<file path="config.mk">
export PLATFORM = sky130hd
export DESIGN_NAME = rs_pipeline_sink_fifo
export DESIGN_NICKNAME = d
export VERILOG_FILES = /design/src/rtl/rs_pipeline_sink_fifo_pkg.sv /design/src/rtl/rs_sink_fifo_mem.sv /design/src/rtl/rs_pipeline_sink_fifo.sv
export SDC_FILE = /design/constraint.sdc
export NUM_CORES = 1
export LEC_CHECK = 0
export CAP_MARGIN = 0
export CORE_MARGIN = 2
export CORE_UTILIZATION = 34
export CTS_CLUSTER_SIZE = 24
export DETAILED_ROUTE_END_ITERATION = 10
export GPL_ROUTABILITY_DRIVEN = 1
export PLACE_DENSITY = 0.51
export SYNTH_ARGS = -nofsm -noshare
export SYNTH_HDL_FRONTEND = slang
export SYNTH_HIERARCHICAL = 1
export SYNTH_SLANG_ARGS = --single-unit
</file>
<file path="constraint.sdc">
create_clock -name clk -period 4.1 [get_ports clk]
set_input_delay 0.41 -clock clk [delete_from_list [all_inputs] [get_ports clk]]
set_output_delay 0.41 -clock clk [all_outputs]
set_load 0.05 [all_outputs]
</file>
<file path="src/rtl/rs_pipeline_sink_fifo_pkg.sv">
// Shared arithmetic for the pipelined stream link. The transmit-side wrapper
// imports the same functions so both ends agree on headroom and widths.
package rs_pipeline_sink_fifo_pkg;

    // Writes that can still land after the credit drops: one pipeline's
    // worth for the credit to travel back, one for words already in flight.
    function automatic int headroom(input int pipeline_level);
        return 2 * pipeline_level;
    endfunction

    // Occupancy counter width; must be able to hold DEPTH itself.
    function automatic int count_width(input int depth);
        return $clog2(depth + 1);
    endfunction

    // Buffer pointer width; never narrower than one bit.
    function automatic int ptr_width(input int depth);
        return (depth > 1) ? $clog2(depth) : 1;
    endfunction

endpackage

</file>
<file path="src/rtl/rs_sink_fifo_mem.sv">
// Simple dual-port storage for the sink FIFO. The read side registers the
// word at the head pointer's next value, so the head is visible right after
// the edge that moves it (show-ahead). A write landing on that same slot is
// forwarded so a word written into an empty queue shows up one edge later.
module rs_sink_fifo_mem #(
    parameter int DATA_WIDTH = 32,
    parameter int DEPTH      = 16,
    parameter int PTR_WIDTH  = 4
) (
    input  logic                  clk,
    input  logic                  reset,
    input  logic                  wr_en,
    input  logic [PTR_WIDTH-1:0]  wr_addr,
    input  logic [DATA_WIDTH-1:0] wr_data,
    input  logic                  rd_load,
    input  logic [PTR_WIDTH-1:0]  rd_addr_next,
    output logic [DATA_WIDTH-1:0] rd_data
);

    logic [DATA_WIDTH-1:0] mem [DEPTH];

    // Storage array: synchronous write, no reset.
    always_ff @(posedge clk) begin
        if (wr_en) begin
            mem[wr_addr] <= wr_data;
        end
    end

    // Head register: load the word the read pointer will point at after this edge.
    always_ff @(posedge clk or posedge reset) begin
        if (reset) begin
            rd_data <= '0;
        end else if (rd_load) begin
            if (wr_en && (wr_addr == rd_addr_next)) begin
                rd_data <= wr_data;
            end else begin
                rd_data <= mem[rd_addr_next];
            end
        end
    end

endmodule

</file>
<file path="src/rtl/rs_pipeline_sink_fifo.sv">
// Receive end of a feed-forward pipelined stream link. Absorbs every word
// still in flight after credit is withdrawn and returns a registered credit
// (if_full_n) that the upstream sees through its own backward pipeline.
module rs_pipeline_sink_fifo
    import rs_pipeline_sink_fifo_pkg::*;
#(
    parameter int    DATA_WIDTH     = 32,
    parameter int    PIPELINE_LEVEL = 2,
    parameter int    DEPTH          = 16,
    parameter string __REGION       = ""
) (
    input  logic                          clk,
    input  logic                          reset,
    input  logic [DATA_WIDTH-1:0]         if_din,
    input  logic                          if_write,
    output logic                          if_full_n,
    output logic [DATA_WIDTH-1:0]         if_dout,
    output logic                          if_empty_n,
    input  logic                          if_read,
    output logic [count_width(DEPTH)-1:0] if_count,
    output logic                          if_overflow
);

    localparam int HEADROOM = headroom(PIPELINE_LEVEL);
    localparam int CW       = count_width(DEPTH);
    localparam int PW       = ptr_width(DEPTH);

    // Without room for the headroom plus one word the credit could never rise.
    if (DEPTH <= 2 * PIPELINE_LEVEL + 1) begin : g_bad_depth
        $error("rs_pipeline_sink_fifo %s: DEPTH %0d too small for PIPELINE_LEVEL %0d",
               __REGION, DEPTH, PIPELINE_LEVEL);
    end

    logic [PW-1:0] wr_ptr, wr_ptr_nxt;
    logic [PW-1:0] rd_ptr, rd_ptr_nxt;
    logic [CW-1:0] count, count_nxt;
    logic          rd_eff, wr_eff, wr_drop;

    // Pointers wrap explicitly so DEPTH need not be a power of two.
    function automatic logic [PW-1:0] ptr_inc(input logic [PW-1:0] p);
        return (p == PW'(DEPTH - 1)) ? '0 : p + 1'b1;
    endfunction

    // Effective read/write and next-state arithmetic; a read frees the slot a
    // same-cycle write needs when the buffer is full.
    always_comb begin
        rd_eff     = if_read && (count != '0);
        wr_eff     = if_write && ((count != CW'(DEPTH)) || rd_eff);
        wr_drop    = if_write && !wr_eff;
        wr_ptr_nxt = wr_eff ? ptr_inc(wr_ptr) : wr_ptr;
        rd_ptr_nxt = rd_eff ? ptr_inc(rd_ptr) : rd_ptr;
        count_nxt  = count;
        if (wr_eff && !rd_eff) begin
            count_nxt = count + 1'b1;
        end else if (rd_eff && !wr_eff) begin
            count_nxt = count - 1'b1;
        end
    end

    // Pointer, occupancy, credit and sticky overflow state.
    always_ff @(posedge clk or posedge reset) begin
        if (reset) begin
            wr_ptr      <= '0;
            rd_ptr      <= '0;
            count       <= '0;
            if_full_n   <= 1'b0;
            if_overflow <= 1'b0;
        end else begin
            wr_ptr      <= wr_ptr_nxt;
            rd_ptr      <= rd_ptr_nxt;
            count       <= count_nxt;
            if_full_n   <= (count_nxt < CW'(DEPTH - HEADROOM));
            if (wr_drop) begin
                if_overflow <= 1'b1;
            end
        end
    end

    assign if_empty_n = (count != '0);
    assign if_count   = count;

    // Head register holds its last value while the queue is empty.
    rs_sink_fifo_mem #(
        .DATA_WIDTH (DATA_WIDTH),
        .DEPTH      (DEPTH),
        .PTR_WIDTH  (PW)
    ) u_mem (
        .clk          (clk),
        .reset        (reset),
        .wr_en        (wr_eff),
        .wr_addr      (wr_ptr),
        .wr_data      (if_din),
        .rd_load      (count_nxt != '0),
        .rd_addr_next (rd_ptr_nxt),
        .rd_data      (if_dout)
    );

endmodule

</file>
## Word-level counts from Yosys, hierarchy flattened

Memory sizes are Yosys's and may differ from the RTL's. A register that Yosys moved wholly into a read port is not among the register bits.
Cells that the tools add are included.

| operators by class | value |
|---|---|
| add/subtract/negate cells | 4 |
| order comparisons | 1 |
| eq/ne operators | 3 |
| mux-type cells | 7 |
| reductions and logical operators | 10 |

Operators by type and width:

| operator | number |
|---|---|
| 4-bit two-way mux | 3 |
| 5-bit two-way mux | 2 |
| 5-bit nonzero test | 2 |
| 4-bit by 1-bit adder with 4-bit output, second input constant | 2 |
| 4-bit == test, second input constant | 2 |
| 5-bit by 1-bit adder with 5-bit output, second input constant | 1 |
| 1-bit logical AND | 5 |
| 5-bit by 4-bit less-than comparator with 1-bit output, second input constant | 1 |
| 5-bit inequality test, second input constant | 1 |
| 5-bit by 1-bit subtractor with 5-bit output, second input constant | 1 |
| 1-bit logical NOT | 2 |
| 1-bit two-way mux | 2 |
| 1-bit logical OR | 1 |

| word-level totals | value |
|---|---|
| register bits | 15 |
| RAM bits | 512 |
| output and inout bits | 40 |
| word-level logic and storage cells | 31 |
| memories | 1 |

Memory list:

| memory | words | bits a word | rd ports | clocked after memory_dff | wr ports | RTL line | RTL |
|---|---|---|---|---|---|---|---|
| u_mem.mem | 16 | 32 | 1 | 1 | 1 | rs_sink_fifo_mem.sv:20 | `logic [DATA_WIDTH-1:0] mem [DEPTH];` |

## Longest topological paths before layout

| depth | value |
|---|---|
| depth in word-level cells | 9 |
| gate-level depth with buffers | 15 |

## Cells and area by module

The synthesis kept the hierarchy.

Modules (own cells, without submodules):

| module | instances | cells an instance | area each (um^2) |
|---|---|---|---|
| rs_sink_fifo_mem | 1 | 1063 | 21484.4 |
| rs_pipeline_sink_fifo | 1 | 90 | 937.1 |

## Worst setup path after synthesis

OpenSTA, ideal clock, no wires.

| timing | value |
|---|---|
| kind | flip-flop to flip-flop |
| start point | register count[1] (netlist: if_count[1]) |
| end point | memory u_mem.mem[0][0] (enable) |
| library setup time | 0.461 ns |
| data arrival time | 4.253 ns |
| required time | 3.639 ns |
| slack | -0.614 ns |
| stages on the path, launching flop included | 7 |
| buffers on the path | 0 |
| period minus slack after synthesis | 4.714 ns |
| cell sequence | dfrtp_1 inv_1 ha_1 or3b_1 o21a_1 or3b_2 nor3_1 |

| on the way | value |
|---|---|
| cells in the longest elaborated chain, start to end | 6 |
| elaborated cells between the ends (all ways) | 7 |

Ends and longest elaborated chain:

| element | RTL line | RTL |
|---|---|---|
| start: declaration | rs_pipeline_sink_fifo.sv:36 | `logic [CW-1:0] count, count_nxt;` |
| start signal: assignment | rs_pipeline_sink_fifo.sv:71 | `count <= count_nxt;` |
| 5-bit nonzero test | rs_pipeline_sink_fifo.sv:47 | `rd_eff = if_read && (count != '0);` |
| 1-bit logical AND | rs_pipeline_sink_fifo.sv:47 |  |
| 1-bit logical OR * | rs_pipeline_sink_fifo.sv:48 | `wr_eff = if_write && ((count != CW'(DEPTH)) \|\| rd_eff);` |
| 1-bit logical AND * | rs_pipeline_sink_fifo.sv:48 |  |
| via wr_eff | rs_pipeline_sink_fifo.sv:37 | `logic rd_eff, wr_eff, wr_drop;` |
| 1-bit two-way mux * | rs_sink_fifo_mem.sv:24 | `if (wr_en) begin` |
| 1-bit two-way mux (not written as such) * | rs_sink_fifo_mem.sv:25 | `mem[wr_addr] <= wr_data;` |
| end: declaration | rs_sink_fifo_mem.sv:20 |  |

Mark *: on every way through the listed nets, which the timed path passes. The rest lies on a longest branch.

## Worst setup path after layout

| timing | value |
|---|---|
| start point | register count[1] (netlist: if_count[1]) |
| end point | register u_mem.rd_data[20], read port of u_mem.mem |

| on the way | value |
|---|---|
| elaborated cells between the ends (all ways) | 15 |

RTL lines:

| element | RTL line | RTL |
|---|---|---|
| 5-bit nonzero test | rs_pipeline_sink_fifo.sv:47 |  |
| 1-bit logical AND | rs_pipeline_sink_fifo.sv:47 |  |
| 4-bit two-way mux | rs_pipeline_sink_fifo.sv:51 | `rd_ptr_nxt = rd_eff ? ptr_inc(rd_ptr) : rd_ptr;` |
| via rd_ptr_nxt[0] | rs_pipeline_sink_fifo.sv:35 | `logic [PW-1:0] rd_ptr, rd_ptr_nxt;` |
| end: declaration | rs_sink_fifo_mem.sv:17 | `output logic [DATA_WIDTH-1:0] rd_data` |

The timed path passes the listed nets, and every way through them passes these cells.
A chain may end at the register's enable or synchronous reset.

==> run metrics <==
outcome complete, no violations; Vias/cell 5.23; hold crit path type in -> async; Tmin final 3.41 ns; combinational share of power 34.5%; Slew Limit Fails 0; post-DP HPWL 29.0 mm; Resized cells post-CTS 0; Reg area 16,600 µm²; share of power burned in registers 37.6%; asr flop ratio synth 8.41%; global route overflow 0; WP data required 4.58 ns; CP Launch Type flip-flop; die area 68,000 µm²; achievable clock frequency 293 MHz; Clk Tree Root Cell clkbuf_16; share of layout cells above drive strength 1 20.3%; vias in the first global route 11.6k; maximum fanout along the worst path 47; hold_buf cts 0; P per Cell Area 741 nW/µm²; # fillers 5,763; met3 wire length 2.37 mm; largest net degree at the start of global routing 66; NetSw 6.77 mW; standard-cell rows 94; Post-synth top flop edfxtp_1; Layout area overhead 18.7%; leakage 8.98 nW; io pins 76; first-pass GRT wire length 80.0 mm; number of enable-type register cells in the synthesized netlist 512; Fin Setup TNS 0 ns; port buffer count 75; Sw Share 34.3%; Distinct cells, synth 59; Clk Latency, worst-skew pair 0.62 ns; core region area 65,500 µm²; synthesized netlist cell count 1,153; DRT iter0 DRCs 799; largest cells by area after synthesis edfxtp_1 69%, mux4_1 5.9%, dfrtp_1 5.2%; met2 wire len 27.2 mm; Final ANT Viol Nets 0; kind of critical path reg -> reg; relative slew slack 19.1%; clock slew at reported path FFs 0.06 ns; RSZ-0062 raised after global routing no; synthesized area 22,400 µm²; post-placement setup slack 0.533 ns; Post-Synthesis Net Count 1,193; worst vdd ir 0.479 mV; Avg Inst Size Synth 19.4 µm²; Initial Util 34.2%; number of remaining DRC errors 0; DR top layer met5; Die Span Y 261 µm; top cell type's share of synthesized area 68.6%; Num CTS Buffers 60; CTS tree yes; final hold vios 0; GP Congestion 0.697; skew final 0.0147 ns; worst slew pin tran 1.21 ns; post-synthesis cell type with the largest combined area edfxtp_1; Post-Route WL 54.8 mm; multi-input logic area 5460 µm²; first-pass detailed-route iteration total 5; worst setup margin 0.690 ns; Vias 11.4k; Arr. time, crit path 3.89 ns; CTS H-tree depth 2; initial antenna violation count 2; FF-to-FF Start if_count[1]; Final Cycle Share 83.2%; maximum clock path buffer count 3; Max-Cap Viols 0; clk sinks 559; Seq/Total Area, Yosys 73.8%; Die Width 261 µm; wire per inst 25.2 µm; post-synthesis sequential element count 559; final setup fails 0; Metal-1 WL 24.0 mm; total track usage 16.3%; postcts setup bufs 0; Nets 1,303; CP startpoint if_count[1]; Internal Power 13.0 mW; Ys Warns 6; Clk pwr share 27.9%; Worst setup EP type flip-flop
-- power by group through the flow --
stage	combinational [mW]	clock (mW)	sequential, mW
after floorplan	4.05	0	8.01
after global placement	6.88	0	7.52
after detailed placement	6.91	0	7.54
after CTS	6.93	5.65	7.42
after global routing	7.30	5.86	7.48
final	6.81	5.50	7.41
-- final timing paths --
path,depth (start not counted),endpoint,slack [ns]
setup / recovery,11,u_mem/rd_data[20],0.69
max in group asynchronous,2,u_mem/rd_data[23],2.89
hold / removal,2,if_count[4],0.23
setup reg to reg,11,u_mem/rd_data[20],0.69
min in group clk,1,if_overflow,0.47
hold reg to reg,1,if_overflow,0.47
-- state kept, by name, summed over array words and instances, names as in the netlist --
register and flops:
if_count 5, if_overflow 1, if_full_n 1, rd_ptr 4
u_mem/mem 512, wr_ptr 4, u_mem/rd_data 32
-- area by class of cell --
cell class                 count  area share [%]
antenna                        1         0.00941
tap                          864            4.06
clock buffer                  75            6.16
inverter                      36           0.508
timing repair buffer         123            5.07
sequential                   559            62.2
clock inverter                38            1.47
multi-input combinational    483            20.5
-- Yosys cell counts, types with 2 or more instances --
| master | n |
|---|---|
| xnor2_1 | 5 |
| xor2_1 | 4 |
| a41o_1 | 32 |
| nand2_1 | 37 |
| ha_1 | 4 |
| o21ai_0 | 12 |
| nand3_1 | 3 |
| nand2b_1 | 3 |
| buf_2 | 16 |
| nand4_1 | 2 |
| mux4_1 | 50 |
| dfrtp_1 | 47 |
| nor2_1 | 46 |
| clkbuf_1 | 33 |
| a31oi_1 | 34 |
| o21ai_1 | 27 |
| edfxtp_1 | 512 |
| mux2_1 | 3 |
| buf_4 | 7 |
| inv_1 | 36 |
| a221oi_2 | 2 |
| nor3_1 | 5 |
| buf_6 | 16 |
| mux2i_1 | 64 |
| o211ai_1 | 2 |
| a21oi_1 | 5 |
| nor2b_1 | 5 |
| nor3b_1 | 2 |
| mux2_2 | 33 |
| a221oi_1 | 30 |
| nand3b_1 | 2 |
| mux4_2 | 46 |
| and3_1 | 2 |
-- kinds of logic after synthesis --
logic type,synth area share (%)
AO/OA/AOI/OAI,5.23
AND/OR/NAND/NOR,2.51
XOR/XNOR,0.352
multiplexers,15.1
flip-flops,73.8
buffers and inverters,2.72
adder cells (fa/ha/maj),0.223
-- cells in the final DEF (no fill, tap or decap), drive strengths merged, types with 2 or more instances in the layout --
master,count
clkinvlp,10
nor2b,5
a31oi,34
o21ai,41
mux2,36
or3b,2
clkinv,18
edfxtp,512
nor3b,2
clkbuf,75
bufinv,6
a221oi,32
nand2b,3
nor3,6
mux4,96
dfrtp,47
ha,4
clkdlybuf4s50,75
inv,40
buf,48
a21oi,5
xnor2,5
xor2,4
nand2,38
or4b,2
nand3,4
a41o,32
o211ai,2
nor2,46
nand4,2
and2,2
nand3b,2
mux2i,64
and3,3
-- critical path, stage by stage, from the launching register on --
cell and delay (ns):
dfrtp_1 0.49, inv_1 0.08, ha_1 0.25, or4b_4 0.31, nand2_4 0.09, a311oi_1 0.32
a21o_4 0.23, buf_12 0.34, and2_4 0.62, a221oi_1 0.26, o21ai_1 0.15, a31oi_1 0.09
-- metal layers --
metal  track usage (%)  up-vias
li1                  -     4987
met1              22.1     6056
met2              27.3      261
met3              2.25       88
met4              4.86        2
met5                 0        -
-- metrics by stage --
stage	std cells	area [µm²]	total power, mW	hold WS (ns)	util (%)
6_report	2179	26600	19.7	0.225	40.6
3_5_place_dp	2065	24600	14.4	0.468	37.5
3_3_place_gp	2065	24600	14.4	0.456	37.5
5_1_grt	2179	26600	20.6	0.281	40.6
4_1_cts	2178	26600	20.0	0.219	40.6
2_1_floorplan	1153	22400	12.1	0.311	-
(Power assumes the default switching activity.)
